==> src/rtl/sha_mem_arbiter_if.sv <==
// -----------------------------------------------------------------------------
// sha_mem_arbiter_if
//
// Bundles everything that passes between the SHA-256 engines, the shared
// message/output memory and the arbiter that sits between them.
//
// Engine side (NUM_REQ lanes, one per engine):
//   req        engine -> arb  per-engine access request (level)
//   req_we     engine -> arb  write enable, meaningful while req is high
//   req_last   engine -> arb  final beat of the current burst
//   req_addr   engine -> arb  16-bit word address
//   req_wdata  engine -> arb  32-bit write data
//   gnt        arb -> engine  one-hot grant, registered
//   rd_valid   arb -> engine  one-hot, rd_data valid for that engine's read
//   rd_data    arb -> engine  memory read data, broadcast
//   busy       arb -> env     arbiter is in BURST or RELEASE
// Memory side:
//   mem_we, mem_addr, mem_write_data   arb -> memory
//   mem_read_data                      memory -> arb (one cycle after address)
//
// Modports:
//   slave   the arbiter's view
//   master  the environment's view (engines plus memory)
// -----------------------------------------------------------------------------
interface sha_mem_arbiter_if #(
  parameter int NUM_REQ = 4
);
  logic [NUM_REQ-1:0]       req;
  logic [NUM_REQ-1:0]       req_we;
  logic [NUM_REQ-1:0]       req_last;
  logic [NUM_REQ-1:0][15:0] req_addr;
  logic [NUM_REQ-1:0][31:0] req_wdata;
  logic [NUM_REQ-1:0]       gnt;
  logic [NUM_REQ-1:0]       rd_valid;
  logic [31:0]              rd_data;
  logic                     busy;

  logic                     mem_we;
  logic [15:0]              mem_addr;
  logic [31:0]              mem_write_data;
  logic [31:0]              mem_read_data;

  modport slave (
    input  req, req_we, req_last, req_addr, req_wdata, mem_read_data,
    output gnt, rd_valid, rd_data, busy, mem_we, mem_addr, mem_write_data
  );

  modport master (
    output req, req_we, req_last, req_addr, req_wdata, mem_read_data,
    input  gnt, rd_valid, rd_data, busy, mem_we, mem_addr, mem_write_data
  );
endinterface

==> src/rtl/sha_mem_arbiter.sv <==
// -----------------------------------------------------------------------------
// sha_mem_arbiter
//
// Round-robin arbiter sharing one message/output memory port among NUM_REQ
// SHA-256 engines. One engine owns the bus at a time for a burst of up to
// MAX_BURST beats; its address, write data and write enable are muxed onto
// the memory bus and read-data-valid is steered back to it one cycle later.
// Every burst is followed by exactly one RELEASE cycle with the bus idle,
// during which the next owner is chosen starting from the engine after the
// previous owner.
//
// Parameters:
//   NUM_REQ    number of requesting engines (2..8)
//   MAX_BURST  beats per grant before forced rotation (1..64)
//
// Ports:
//   clk       in   clock, also forwarded to mem_clk
//   reset_n   in   synchronous active-low reset
//   mem_clk   out  memory clock, identical to clk
//   bus       slave modport of sha_mem_arbiter_if (engine and memory signals)
// -----------------------------------------------------------------------------
module sha_mem_arbiter #(
  parameter int NUM_REQ   = 4,
  parameter int MAX_BURST = 16
) (
  input  logic               clk,
  input  logic               reset_n,
  output logic               mem_clk,
  sha_mem_arbiter_if.slave   bus
);

  localparam int IDX_W = (NUM_REQ > 1) ? $clog2(NUM_REQ) : 1;
  localparam int CNT_W = $clog2(MAX_BURST + 1);

  typedef enum logic [1:0] {
    ST_IDLE,
    ST_BURST,
    ST_RELEASE
  } state_e;

  // Result of one round-robin search.
  typedef struct packed {
    logic             found;
    logic [IDX_W-1:0] idx;
  } pick_t;

  // ---------------------------------------------------------------------------
  // Registers
  // ---------------------------------------------------------------------------
  state_e             state_q,    state_d;
  logic [NUM_REQ-1:0] gnt_q,      gnt_d;
  logic [IDX_W-1:0]   owner_q,    owner_d;
  logic [IDX_W-1:0]   ptr_q,      ptr_d;
  logic [CNT_W-1:0]   beat_cnt_q, beat_cnt_d;
  logic [NUM_REQ-1:0] rd_valid_q, rd_valid_d;
  logic               busy_q,     busy_d;

  // ---------------------------------------------------------------------------
  // Helpers
  // ---------------------------------------------------------------------------
  // First requester found scanning start, start+1, ... modulo NUM_REQ.
  function automatic pick_t rr_pick(input logic [NUM_REQ-1:0] r,
                                    input logic [IDX_W-1:0]   start);
    pick_t p;
    int    cand;
    p = '0;
    for (int i = 0; i < NUM_REQ; i++) begin
      cand = (int'(start) + i) % NUM_REQ;
      if (!p.found && r[cand]) begin
        p.found = 1'b1;
        p.idx   = IDX_W'(cand);
      end
    end
    return p;
  endfunction

  function automatic logic [NUM_REQ-1:0] onehot(input logic [IDX_W-1:0] i);
    logic [NUM_REQ-1:0] v;
    v    = '0;
    v[i] = 1'b1;
    return v;
  endfunction

  // ---------------------------------------------------------------------------
  // Owner-side view of the request lanes
  // ---------------------------------------------------------------------------
  logic        own_req;
  logic        own_we;
  logic        own_last;
  logic [15:0] own_addr;
  logic [31:0] own_wdata;
  pick_t       pick;

  assign own_req   = bus.req[owner_q];
  assign own_we    = bus.req_we[owner_q];
  assign own_last  = bus.req_last[owner_q];
  assign own_addr  = bus.req_addr[owner_q];
  assign own_wdata = bus.req_wdata[owner_q];

  // ptr_q already points past the previous owner by the time RELEASE runs
  // its search, so rotation falls out of the pointer update at burst end.
  assign pick = rr_pick(bus.req, ptr_q);

  // ---------------------------------------------------------------------------
  // Next-state logic
  // ---------------------------------------------------------------------------
  logic burst_end;

  always_comb begin
    // NOTE: every variable assigned here gets a default first, so no path
    // through the case can leave one unassigned and infer a latch.
    state_d    = state_q;
    gnt_d      = gnt_q;
    owner_d    = owner_q;
    ptr_d      = ptr_q;
    beat_cnt_d = beat_cnt_q;
    rd_valid_d = '0;
    burst_end  = 1'b0;

    unique case (state_q)
      ST_IDLE, ST_RELEASE: begin
        state_d = ST_IDLE;
        gnt_d   = '0;
        if (pick.found) begin
          state_d    = ST_BURST;
          owner_d    = pick.idx;
          gnt_d      = onehot(pick.idx);
          beat_cnt_d = '0;
        end
      end

      ST_BURST: begin
        if (own_req) begin
          // A beat: the access happens this cycle.
          beat_cnt_d = beat_cnt_q + 1'b1;
          if (!own_we) begin
            rd_valid_d = onehot(owner_q);
          end
          // req_last and the beat limit landing together is one end.
          if (own_last || (beat_cnt_q == CNT_W'(MAX_BURST - 1))) begin
            burst_end = 1'b1;
          end
        end else begin
          // Owner dropped its request mid-burst: abort, no access.
          burst_end = 1'b1;
        end

        if (burst_end) begin
          state_d = ST_RELEASE;
          gnt_d   = '0;
          ptr_d   = (owner_q == IDX_W'(NUM_REQ - 1)) ? '0 : owner_q + 1'b1;
        end
      end

      default: begin
        state_d = ST_IDLE;
        gnt_d   = '0;
      end
    endcase

    busy_d = (state_d != ST_IDLE);
  end

  // ---------------------------------------------------------------------------
  // State registers
  // ---------------------------------------------------------------------------
  always_ff @(posedge clk) begin
    // NOTE: reset is sampled on the clock edge only; asserting it mid-burst
    // drops the grant at the next edge and discards any in-flight read valid.
    if (!reset_n) begin
      // NOTE: non-blocking assignments keep every register updating from the
      // pre-edge values, independent of statement order.
      state_q    <= ST_IDLE;
      gnt_q      <= '0;
      owner_q    <= '0;
      ptr_q      <= '0;
      beat_cnt_q <= '0;
      rd_valid_q <= '0;
      busy_q     <= 1'b0;
    end else begin
      state_q    <= state_d;
      gnt_q      <= gnt_d;
      owner_q    <= owner_d;
      ptr_q      <= ptr_d;
      beat_cnt_q <= beat_cnt_d;
      rd_valid_q <= rd_valid_d;
      busy_q     <= busy_d;
    end
  end

  // ---------------------------------------------------------------------------
  // Memory bus mux: driven from the owner only while in BURST, otherwise idle.
  // ---------------------------------------------------------------------------
  always_comb begin
    bus.mem_we         = 1'b0;
    bus.mem_addr       = '0;
    bus.mem_write_data = '0;
    if (state_q == ST_BURST) begin
      bus.mem_addr       = own_addr;
      bus.mem_write_data = own_wdata;
      bus.mem_we         = own_we & own_req;
    end
  end

  // ---------------------------------------------------------------------------
  // Outputs
  // ---------------------------------------------------------------------------
  assign mem_clk      = clk;
  assign bus.gnt      = gnt_q;
  assign bus.rd_valid = rd_valid_q;
  assign bus.rd_data  = bus.mem_read_data;
  assign bus.busy     = busy_q;

  // ---------------------------------------------------------------------------
  // Invariants
  // ---------------------------------------------------------------------------
  a_gnt_onehot0 : assert property (@(posedge clk) disable iff (!reset_n)
    $onehot0(gnt_q));

  a_rd_valid_onehot0 : assert property (@(posedge clk) disable iff (!reset_n)
    $onehot0(rd_valid_q));

  a_gnt_only_in_burst : assert property (@(posedge clk) disable iff (!reset_n)
    ((gnt_q != '0) == (state_q == ST_BURST)));

endmodule

==> src/flat_wrapper.sv <==
// flat-port wrapper written by rule: the top's interface ports become plain ports
module sha_mem_arbiter_flat 
#(
  parameter int NUM_REQ   = 4,
  parameter int MAX_BURST = 16
)
  (clk, reset_n, mem_clk, bus_req, bus_req_we, bus_req_last, bus_req_addr, bus_req_wdata, bus_mem_read_data, bus_gnt, bus_rd_valid, bus_rd_data, bus_busy, bus_mem_we, bus_mem_addr, bus_mem_write_data);
  sha_mem_arbiter_if #(.NUM_REQ(NUM_REQ)) bus_i ();
  input  logic clk;
  input  logic reset_n;
  output logic mem_clk;
  input wire logic [$bits(bus_i.req)-1:0] bus_req;
  input wire logic [$bits(bus_i.req_we)-1:0] bus_req_we;
  input wire logic [$bits(bus_i.req_last)-1:0] bus_req_last;
  input wire logic [$bits(bus_i.req_addr)-1:0] bus_req_addr;
  input wire logic [$bits(bus_i.req_wdata)-1:0] bus_req_wdata;
  input wire logic [$bits(bus_i.mem_read_data)-1:0] bus_mem_read_data;
  output wire logic [$bits(bus_i.gnt)-1:0] bus_gnt;
  output wire logic [$bits(bus_i.rd_valid)-1:0] bus_rd_valid;
  output wire logic [$bits(bus_i.rd_data)-1:0] bus_rd_data;
  output wire logic [$bits(bus_i.busy)-1:0] bus_busy;
  output wire logic [$bits(bus_i.mem_we)-1:0] bus_mem_we;
  output wire logic [$bits(bus_i.mem_addr)-1:0] bus_mem_addr;
  output wire logic [$bits(bus_i.mem_write_data)-1:0] bus_mem_write_data;
  assign bus_i.req = bus_req;
  assign bus_i.req_we = bus_req_we;
  assign bus_i.req_last = bus_req_last;
  assign bus_i.req_addr = bus_req_addr;
  assign bus_i.req_wdata = bus_req_wdata;
  assign bus_i.mem_read_data = bus_mem_read_data;
  assign bus_gnt = bus_i.gnt;
  assign bus_rd_valid = bus_i.rd_valid;
  assign bus_rd_data = bus_i.rd_data;
  assign bus_busy = bus_i.busy;
  assign bus_mem_we = bus_i.mem_we;
  assign bus_mem_addr = bus_i.mem_addr;
  assign bus_mem_write_data = bus_i.mem_write_data;
  sha_mem_arbiter #(.NUM_REQ(NUM_REQ), .MAX_BURST(MAX_BURST)) u_core (.clk(clk), .reset_n(reset_n), .mem_clk(mem_clk), .bus(bus_i));
endmodule
==> config.mk <==
export PLATFORM = sky130hd
export DESIGN_NAME = sha_mem_arbiter_flat
export DESIGN_NICKNAME = d
export VERILOG_FILES = /design/src/rtl/sha_mem_arbiter_if.sv /design/src/rtl/sha_mem_arbiter.sv /design/src/flat_wrapper.sv
export SDC_FILE = /design/constraint.sdc
export NUM_CORES = 1
export LEC_CHECK = 0
export CAP_MARGIN = 10
export CORE_AREA = 2 2 129 131
export CTS_BUF_LIST = sky130_fd_sc_hd__clkbuf_16
export CTS_CLUSTER_SIZE = 28
export DETAILED_ROUTE_END_ITERATION = 10
export DIE_AREA = 0 0 131 133
export PLACE_DENSITY_LB_ADDON = 0.3
export SLEW_MARGIN = 20
export SYNTH_ARGS = -nofsm -noshare
export SYNTH_HDL_FRONTEND = slang
export SYNTH_SLANG_ARGS = --single-unit
==> constraint.sdc <==
create_clock -name clk -period 2.86 [get_ports clk]
set_clock_uncertainty 0.2 [all_clocks]
set_input_delay 0.572 -clock clk [delete_from_list [all_inputs] [get_ports clk]]
set_output_delay 0.572 -clock clk [all_outputs]
set_load 0.005 [all_outputs]
Word level (Yosys, flattened, before mapping):

Cells that the tools add are included.

* input port bits: 238
* bits in registers: 20
* logic and storage cells: 99
* output and inout port bits: 91

* reductions and logical operators: 20
* equal/unequal tests: 7
* mux-type cells: 45
* $add $sub $neg: 5
* bitwise logic cells: 7
* order comparisons: 8

Operators by type and width (count)
* 32-bit binary-select mux with 2-bit select: 1
* 32-bit two-way mux: 2
* 16-bit binary-select mux with 2-bit select: 1
* 16-bit two-way mux: 2
* 1-bit two-way mux: 17
* 1-bit binary-select mux with 2-bit select: 7
* 3-bit by 4-bit less-than comparator with 1-bit output (second input constant): 3
* 3-bit two-way mux: 4
* 5-bit two-way mux: 2
* 5-bit one-hot mux with 2 select lines: 1
* 2-bit by 3-bit less-than comparator with 1-bit output (second input constant): 3
* 4-bit two-way mux: 2
* 4-bit one-hot mux with 2 select lines: 1
* 2-bit OR reduction: 4
* 2-bit by 1-bit != test with 1-bit output (second input constant): 3
* 5-bit by 1-bit adder with 5-bit output (second input constant): 1
* 5-bit by 4-bit == test with 1-bit output (second input constant): 1
* 1-bit logical AND: 5
* 2-bit by 1-bit adder with 2-bit output (second input constant): 2
* 2-bit adder (second input constant): 2
* 1-bit demux with 2-bit select: 2
* 2-bit == test (second input constant): 2
* 2-bit by 1-bit >= comparator with 1-bit output (second input constant): 2
* 2-bit two-way mux: 2
* 12 further kinds: 20

Logic depth before layout (Yosys ltp):

Gate-level depths: netlist (run 1).

* depth after elaboration: 20
* gate-level depth with buffers: 7
* depth with buffers taken out: 7

==> flow_summary.toml, run 1 <==
[run_status]
status = "finished clean"

[power]
irDropWorstVdd_v = 0.000605
pwr_density_cell_nw_per_um2 = 289
p_leak_nw = 2.25

[placed_design]
dp_hpwl_mm = 10.1
gp_congestion = 0.976
pre_cts_ws_ns = -0.00671
io_buffer_count = 264

[clock_tree]
tritoncts = "yes"
hold_buffers = 0
insertion_delay_ns = 0.36
clk_pin_slew_worst_paths_ns = 0.05

[hold_path]
hold_path.class = "reg -> reg"
min_from = "u_core.bus.gnt[0]$_SDFFE_PN0P_"

[drt]
first_pass_iters = 4
drt-total-wl_mm = 12.0
drc = 0
drtAntennaViolNets = 0
drt-initial-drc-count = 87
vias = 3011
drt-vias-per-instance = 4.23
drt-wirelength-per-cell_um = 16.9

[timing]
fin_crit_sh = 0.983
rsz0062_at_grt = "no"
setup_ws_ns = 0.0486
final-max-slew-violation-count = 0
layout_min_cycle_time_ns = 2.81
worst_slew_margin_rel = 0.656
fin_tns_setup_ns = 0
fmax_ghz = 0.356
whs_ns = 0.278
hold_viol = 0
worstMarginPinSlew_ns = 0.512
setup_viol = 0

[critical_path]
arrival_ns = 2.04
path_class = "in -> out"
crit_path_frequent_cell = "clkdlybuf4s50_1"
cpPeakStageDelay_ns = 0.46
cp_max_fo = 1
setup.worst_path.end_class = "output pin"
cp.required_ns = 2.09
cpMaxStageDelayCell = "clkdlybuf4s50_1"
crit_start = "bus_req_wdata[127]"
cp_cell_sequence = "clkdlybuf4s50_1 > mux4_2 > and2_1 > clkdlybuf4s50_1"
start_kind = "input pin"
r2r_start = "u_core.beat_cnt_q[0]$_SDFFE_PN0P_"

[grt]
grt_pass1_vias = 3244
track_usage = 0.129
grt-ovfl-total = 0
grt_max_degree = 33
grt_pass1_wl_mm = 17.5
antenna_found_initial = 0

[logic_synthesis]
ys.flop_type = "dfxtp_1"
syn-instance-count = 253
yosys.area.top_type = "mux4_2"
synth-seq-cells = 20
syn_area_um2 = 2720
syn_area_per_cell_um2 = 10.8
syn-num-nets = 497
netlist_top_cells_area = "mux4_2 41%, dfxtp_1 15%, and2_1 13%, buf_4 9.1%, ha_1 2.8%"
synth_edf_count = 0
async_flop_share = 0
yosys.area.top_type_share = 0.414
yosys_warnings = 0
ys_seq_area_frac = 0.147
ys_types = 34

[die]
rows = 47
start_util = 0.168
dieArea_um2 = 17400
fp.dieW_um = 131
die_height_um = 133
coreArea_um2 = 16200
ioPinCount = 329

[run]
drv_cap = 0

[layout]
final_cell_mix = "215 x clkdlybuf4s50_1, 55 x and2_1, 50 x mux4_2"
final_common_cell = "clkdlybuf4s50_1"
drive_gt1_frac = 0.173
num_antenna_cells = 0
nNetsFinal = 736
syn_to_final_growth_pct = 107
through the flow:
| step | cell area (um^2) | util | total power, mW | instances |
|---|---|---|---|---|
| floorplan | 2720 | - | 0.701 | 253 |
| global placement | 5480 | 0.339 | 1.18 | 700 |
| detailed placement | 5480 | 0.339 | 1.19 | 700 |
| CTS | 5580 | 0.345 | 1.64 | 707 |
| global route | 5630 | 0.348 | 1.71 | 711 |
| finish | 5630 | 0.348 | 1.62 | 711 |
flip-flops by register name, indices dropped and copies added, names as in the netlist:
name	flops
u_core.beat_cnt_q	5
u_core.bus.gnt	4
u_core.bus.rd_valid	4
u_core.owner_q	2
u_core.ptr_q	2
u_core.state_q	2
u_core.bus.busy	1
layer usage:
metal	GRT usage	up-vias	routed length [um]
li1	-	1381	-
met1	0.144	1452	4490
met2	0.236	147	6180
met3	0.0319	31	1040
met4	0.0396	0	306
met5	0	-	0
logic make-up after synthesis:
kind of cell               Yosys count  share of synthesized area
DFF                                 20                      0.147
and+or+nand+nor                     94                      0.205
xor gates and xnor gates             3                    0.00965
adders and majority gates            6                     0.0276
buffers and inverters               58                      0.134
AOI/OAI and AO/OA                   17                     0.0455
muxes                               55                      0.432
cells in the mapped netlist, types with 2 or more instances:
| library cell | number |
|---|---|
| ha_1 | 6 |
| a22o_1 | 3 |
| mux4_2 | 50 |
| o31ai_1 | 3 |
| a21boi_0 | 2 |
| and3_1 | 2 |
| nor2_1 | 9 |
| nand2b_1 | 3 |
| nand2_1 | 9 |
| inv_1 | 5 |
| and3_4 | 2 |
| buf_4 | 33 |
| o2bb2ai_1 | 2 |
| buf_2 | 6 |
| clkbuf_1 | 12 |
| nor2b_1 | 3 |
| mux2i_1 | 5 |
| dfxtp_1 | 20 |
| nand3_1 | 3 |
| buf_6 | 2 |
| and2_1 | 55 |
| a21oi_1 | 3 |
| or2_2 | 2 |
| o21ai_0 | 2 |
| xor2_1 | 2 |
layout make-up:
| class | instances | area (um^2) |
|---|---|---|
| well taps | 220 | 275 |
| clock inverters | 1 | 3.75 |
| flip-flops and latches | 20 | 405 |
| clock buffers | 7 | 159 |
| repair buffers | 283 | 2800 |
| multi-input cells | 175 | 1970 |
| inverters | 5 | 18.8 |
| fillers | 1640 | 10500 |
what timing repair did:
action                                  4_1_cts  5_1_grt
hold endpoints to repair                      0        0
endpoints found under the setup margin       43        7
gates resized for setup                      44        7
buffers inserted                              0        4
worst max-delay path, delay by kind of cell:
| family | cells | cell delay (ns) |
|---|---|---|
| buffers and inverters | 2 | 0.86 |
| muxes | 1 | 0.45 |
| and+or+nand+nor | 1 | 0.16 |
worst paths after layout:
| check | endpoint | slack, ns | cells past startpoint |
|---|---|---|---|
| setup / recovery | bus_mem_write_data[31] | 0.05 | 4 |
| hold / removal | u_core.bus.gnt[0]$_SDFFE_PN0P_ | 0.28 | 1 |
| setup reg to reg | u_core.ptr_q[0]$_SDFFE_PN0P_ | 0.86 | 7 |
| hold reg to reg | u_core.bus.gnt[0]$_SDFFE_PN0P_ | 0.28 | 1 |
power breakdown:
group,total [mW],switching (mW),internal [mW]
clock,0.513,0.136,0.377
combinational,0.802,0.245,0.556
sequential,0.309,0.0158,0.293
total,1.62,0.397,1.23
No activity file was read; power rests on OpenSTA's default activity.
==> run 2, diff against run 1 <==
- SLEW_MARGIN: 20 -> unset
==> results of run 2 <==
Final layout, timing and power as in run 1 (identical DEF).
==> run 3, diff against run 2 <==
- SLEW_MARGIN: unset -> 10
==> results of run 3 <==
Final layout, timing and power as in run 1 (identical DEF).
